### src/rtl/kbd_playback_ctrl.sv
// Keyboard-controlled flash playback sequencer: fetches 32-bit words, emits 16-bit halves per tick.
// Optional PLAYBACK_LOOP_EN: wrap at region ends instead of stopping.
module kbd_playback_ctrl #(
  parameter int unsigned       ADDR_W    = 23,
  parameter logic [ADDR_W-1:0] LAST_ADDR = 23'h7FFFF
) (
  input  logic              clk,
  input  logic              reset,
  input  logic              key_d,
  input  logic              key_e,
  input  logic              key_b,
  input  logic              key_f,
  input  logic              key_r,
  input  logic              sample_tick,
  output logic              flash_read,
  output logic [ADDR_W-1:0] flash_addr,
  input  logic              flash_waitrequest,
  input  logic              flash_readdatavalid,
  input  logic [31:0]       flash_readdata,
  output logic [15:0]       audio_data,
  output logic              audio_valid,
  output logic              playing,
  output logic              dir_fwd
);

  typedef enum logic [2:0] {
    StIdle, StFetch, StWaitData, StH0, StH1, StAdvance
  } state_e;

  localparam int unsigned KeyF = 0;
  localparam int unsigned KeyB = 1;
  localparam int unsigned KeyE = 2;
  localparam int unsigned KeyD = 3;
  localparam int unsigned KeyR = 4;

  state_e            r_state, w_state_nxt;
  logic [4:0]        r_keys;
  logic [4:0]        w_keys, w_edge;
  logic              r_playing, w_playing_nxt;
  logic              r_dir_fwd, w_dir_fwd_nxt;
  logic [ADDR_W-1:0] r_addr, w_addr_nxt;
  logic [15:0]       r_audio_data, w_audio_data_nxt;
  logic              r_audio_valid, w_audio_valid_nxt;
  logic              r_restart_pend, w_restart_pend_nxt;
  logic [31:0]       r_word, w_word_nxt;
  logic              r_word_dir, w_word_dir_nxt;
  logic              w_at_end;
  logic [ADDR_W-1:0] w_start_addr;

  assign w_keys = {key_r, key_d, key_e, key_b, key_f};
  assign w_edge = w_keys & ~r_keys;

  assign w_at_end     = r_dir_fwd ? (r_addr == LAST_ADDR) : (r_addr == '0);
  assign w_start_addr = r_dir_fwd ? '0 : LAST_ADDR;

  always_ff @(posedge clk) begin
    if (reset) begin
      r_state        <= StIdle;
      r_keys         <= '0;
      r_playing      <= 1'b0;
      r_dir_fwd      <= 1'b1;
      r_addr         <= '0;
      r_audio_data   <= '0;
      r_audio_valid  <= 1'b0;
      r_restart_pend <= 1'b0;
      r_word         <= '0;
      r_word_dir     <= 1'b1;
    end else begin
      r_state        <= w_state_nxt;
      r_keys         <= w_keys;
      r_playing      <= w_playing_nxt;
      r_dir_fwd      <= w_dir_fwd_nxt;
      r_addr         <= w_addr_nxt;
      r_audio_data   <= w_audio_data_nxt;
      r_audio_valid  <= w_audio_valid_nxt;
      r_restart_pend <= w_restart_pend_nxt;
      r_word         <= w_word_nxt;
      r_word_dir     <= w_word_dir_nxt;
    end
  end

  always_comb begin
    w_state_nxt        = r_state;
    w_playing_nxt      = r_playing;
    w_dir_fwd_nxt      = r_dir_fwd;
    w_addr_nxt         = r_addr;
    w_audio_data_nxt   = r_audio_data;
    w_audio_valid_nxt  = 1'b0;
    w_restart_pend_nxt = r_restart_pend;
    w_word_nxt         = r_word;
    w_word_dir_nxt     = r_word_dir;

    // R never touches playing, so R+D still pauses.
    if (w_edge[KeyD]) begin
      w_playing_nxt = 1'b0;
    end else if (w_edge[KeyE]) begin
      w_playing_nxt = 1'b1;
    end

    if (w_edge[KeyF] && !w_edge[KeyB]) begin
      w_dir_fwd_nxt = 1'b1;
    end else if (w_edge[KeyB] && !w_edge[KeyF]) begin
      w_dir_fwd_nxt = 1'b0;
    end

    unique case (r_state)
      StIdle: begin
        if (r_playing) w_state_nxt = StFetch;
      end
      StFetch: begin
        if (!flash_waitrequest) w_state_nxt = StWaitData;
      end
      StWaitData: begin
        if (flash_readdatavalid) begin
          if (r_restart_pend) begin
            w_state_nxt = StAdvance;
          end else begin
            w_word_nxt     = flash_readdata;
            w_word_dir_nxt = r_dir_fwd;
            w_state_nxt    = StH0;
          end
        end
      end
      StH0: begin
        if (r_restart_pend) begin
          w_state_nxt = StAdvance;
        end else if (sample_tick && r_playing) begin
          w_audio_data_nxt  = r_word_dir ? r_word[15:0] : r_word[31:16];
          w_audio_valid_nxt = 1'b1;
          w_state_nxt       = StH1;
        end
      end
      StH1: begin
        if (r_restart_pend) begin
          w_state_nxt = StAdvance;
        end else if (sample_tick && r_playing) begin
          w_audio_data_nxt  = r_word_dir ? r_word[31:16] : r_word[15:0];
          w_audio_valid_nxt = 1'b1;
          w_state_nxt       = StAdvance;
        end
      end
      StAdvance: begin
        w_state_nxt = StFetch;
        if (r_restart_pend) begin
          w_addr_nxt         = w_start_addr;
          w_restart_pend_nxt = 1'b0;
        end else if (w_at_end) begin
          // The wrap target and the stop target are both the start of the current direction.
          w_addr_nxt = w_start_addr;
`ifndef PLAYBACK_LOOP_EN
          w_playing_nxt = 1'b0;
          w_state_nxt   = StIdle;
`endif
        end else if (r_dir_fwd) begin
          w_addr_nxt = r_addr + 1'b1;
        end else begin
          w_addr_nxt = r_addr - 1'b1;
        end
      end
      default: w_state_nxt = StIdle;
    endcase

    // A fresh R edge wins over the clear in StAdvance so it is never lost.
    if (w_edge[KeyR]) w_restart_pend_nxt = 1'b1;
  end

  assign flash_read  = (r_state == StFetch);
  assign flash_addr  = r_addr;
  assign audio_data  = r_audio_data;
  assign audio_valid = r_audio_valid;
  assign playing     = r_playing;
  assign dir_fwd     = r_dir_fwd;

endmodule

### config.mk
export PLATFORM = sky130hd
export DESIGN_NAME = kbd_playback_ctrl
export DESIGN_NICKNAME = d
export VERILOG_FILES = /design/src/rtl/kbd_playback_ctrl.sv
export SDC_FILE = /design/constraint.sdc
export NUM_CORES = 1
export LEC_CHECK = 0
export ABC_AREA = 1
export CORE_UTILIZATION = 40
export CTS_BUF_LIST = sky130_fd_sc_hd__clkbuf_2 sky130_fd_sc_hd__clkbuf_4 sky130_fd_sc_hd__clkbuf_8
export CTS_CLUSTER_SIZE = 14
export DETAILED_ROUTE_END_ITERATION = 10
export MAX_ROUTING_LAYER = met4
export PLACE_DENSITY_LB_ADDON = 0.1
export SYNTH_ARGS = -nofsm -noshare
export SYNTH_HDL_FRONTEND = slang
export SYNTH_SLANG_ARGS = --single-unit
export TNS_END_PERCENT = 50
### constraint.sdc
create_clock -name clk -period 3.6 [get_ports clk]
set_input_delay 0.72 -clock clk [delete_from_list [all_inputs] [get_ports clk]]
set_output_delay 0.72 -clock clk [all_outputs]
set_load 0.02 [all_outputs]
==> results.yml <==
cells_and_area:
  diodes: 0
  layout-drive-gt1-share_pct: 6.55
  syn_to_final_growth_pct: 22.2
  nNetsFinal: 946
cts:
  holdBufCountCts: 0
  cts.sinks: 84
  path_clk_slew_ns: 0.08
  cts_tree: "yes"
  htreeDepth: 3
  cts_buffers: 9
  clkLatencyLatePin_ns: 0.37
  cts_setup_buffers: 0
  root_buffer: "clkbuf_8"
  clockBufferDepth: 2
  cts-resized-gates: 0
sta:
  relSlewSlack_pct: 45.9
  max_freq_mhz: 365
  fin_crit_sh_pct: 76.2
  slew_viol_final: 0
  setup_violations: 0
  fin_crit_ns: 2.74
  rsz0062_at_grt: "no"
  skew_ns: 0.00653
  setup-tns-final_ns: 0
  hold_violations: 0
  tightest_slew_ns: 0.811
  whs_ns: 0.482
setup_path:
  slowest_delay_ns: 0.55
  reg2regPathDepth: 10
  worstPathCellList: "inv_1 > ha_1 > nand2_1 > inv_1 > nand2_1 > nand3_1 > a21oi_1 > or2_2 > nand3_1 > a21oi_1"
  worstSetupEndpointType: "flip-flop"
  slowest_stage: "ha_1"
  cp.arrival_ns: 2.98
  start_kind: "flip-flop"
  crit_family: "simple AND/OR/NAND/NOR gates"
  crit_type: "reg -> reg"
  crit_cells: 10
  crit_buf_inv: 2
  crit_required_ns: 3.84
  worstPathMaxFanout: 22
synthesis:
  yosys.area.top_type: "dfxtp_1"
  synthFlopType: "dfxtp_1"
  yosysSeqAreaShare_pct: 32.5
  synth.net_count: 873
  synth-edff-count: 0
  yosysMostFrequentCell: "nand2_1"
  ys_types: 37
  synthTopCellsByCount: "nand2_1, nor2_1, inv_1"
  netlist_instances: 809
  synth_area_leaders: "dfxtp_1, nand2_1, nor2_1"
  syn-mean-instance-area_um2: 6.40
  synth_top_area_share_pct: 32.5
  yosysWarnings: 0
  async_flop_share_pct: 0
  ys_ff_latch: 84
  synth_area_um2: 5170
global_routing:
  overflow: 0
  grt_antenna_before_repair: 0
  grt_pass1_vias: 5030
  grt_max_degree: 50
  grtUsageTotal_pct: 24.6
  grt_first_pass_wirelength_um: 24600
flow_run:
  drv_cap: 0
worst_hold_path:
  hp-class: "reg -> reg"
  holdPathStages: 2
power:
  p_leak_uw: 0.00293
  pwr-share-clk_pct: 37.7
  power_uw: 1970
  p_int_uw: 1450
  power_switching_uw: 523
  switching_share_pct: 26.5
  power_density_nw_per_um2: 312
  pwr-share-seq_pct: 49.7
  p_comb_share_pct: 12.6
  ir_drop_v: 0.000313
detailed_routing:
  drc_errors: 0
  firstDrtPassIters: 7
  drt_wl_total_um: 15000
  drt_iter0_drc: 332
  vias: 5333
  ant_nets: 0
  avgRoutedWirePerCell_um: 14.2
  vias_per_cell: 5.04
place:
  io_buffers: 84
  dp_hpwl_um: 11000
  globalplace.congestion: 0.953
die:
  io_pins: 85
  die_h_um: 116
  num_rows: 41
  die_w_um: 116
  initial_core_util_pct: 41.0
  core-area_um2: 12600
  die-area_um2: 13400
run_status:
  status: "completed"
==> metal layers <==
| layer | part of all wire (%) | up-vias | track usage (%) |
|---|---|---|---|
| met3 | 5.2 | 23 | 5.33 |
| met2 | 46 | 153 | 38.6 |
| li1 | - | 2724 | - |
| met1 | 47 | 2433 | 31.5 |
| met4 | 1.7 | 0 | 7.95 |
| met5 | 0 | - | - |
==> worst register-to-register path, cell delays in order, from the launching register on <==
cell and delay, ns:
dfxtp_1 0.50, inv_1 0.45, ha_1 0.56, nand2_1 0.10, inv_1 0.09, nand2_1 0.07
nand3_1 0.29, a21oi_1 0.15, or2_2 0.29, nand3_1 0.07, a21oi_1 0.06
==> cell usage in the layout, fill, tap and decap left out, types with 2 or more instances in the layout <==
| cell | instances |
|---|---|
| clkbuf_8 | 9 |
| nand3b_1 | 9 |
| a21oi_2 | 12 |
| clkdlybuf4s50_1 | 84 |
| a211oi_1 | 2 |
| nand2_1 | 229 |
| inv_2 | 8 |
| buf_4 | 3 |
| nor3_1 | 7 |
| xor2_1 | 2 |
| inv_1 | 103 |
| nor2_1 | 118 |
| or2_2 | 7 |
| a31oi_1 | 19 |
| clkinv_2 | 3 |
| a21oi_1 | 42 |
| nand3_4 | 2 |
| nand2_2 | 2 |
| ha_1 | 21 |
| nand4_1 | 7 |
| bufinv_16 | 2 |
| dfxtp_1 | 84 |
| nor2_8 | 2 |
| nand3_1 | 41 |
| o21ai_0 | 54 |
==> final timing paths <==
| path | startpoint | end | slack (ns) |
|---|---|---|---|
| max reg2reg | dir_fwd | flash_addr[9] | 0.86 |
| max | dir_fwd | flash_addr[9] | 0.86 |
| min | r_word[1] | audio_data[1] | 0.48 |
| min reg2reg | r_word[1] | audio_data[1] | 0.48 |
==> layout make-up <==
| type | instances | area, µm² |
|---|---|---|
| clock buffers | 9 | 124 |
| clock inverters | 6 | 87.6 |
| fillers | 1332 | 6300 |
| inverters | 112 | 422 |
| multi-input cells | 588 | 2930 |
| flip-flops and latches | 84 | 1680 |
| well taps | 172 | 215 |
| repair buffers | 87 | 863 |
==> sequential cells by signal, indices dropped and copies added, names as in the netlist, 3 cells and up <==
signal / flops
r_word: 32
r_keys: 5
flash_addr: 23
audio_data: 16
r_state: 3
==> power groups by stage <==
stage | clock (µW) | combinational [µW] | sequential (µW)
floorplan | 0 | 154 | 1000
global placement | 0 | 244 | 1000
detailed placement | 0 | 247 | 1000
CTS | 769 | 249 | 982
global route | 805 | 278 | 986
finish | 744 | 248 | 982
==> stage by stage <==
step                      util [%]  cell area (µm²)  instances  setup slack [ns]
after global routing          50.1             6320       1058             0.638
after detailed placement      48.4             6110       1043             0.895
after CTS                     50.1             6320       1058             0.878
after global placement        48.4             6110       1043             0.900
final                         50.1             6320       1058             0.857
after floorplan                  -             5170        809              1.28
==> logic make-up (layout without fill, tap and decap cells) <==
group / count (synthesis) / count (layout) / share of synthesized area (%)
fa+ha+maj: 22 / 22 / 5.47
simple gates: 428 / 428 / 35.4
xor+xnor: 4 / 4 / 1.04
buf+inv: 137 / 214 / 10.9
flops: 84 / 84 / 32.5
compound gates: 134 / 134 / 14.7
No activity file was read; power rests on OpenSTA's default activity.
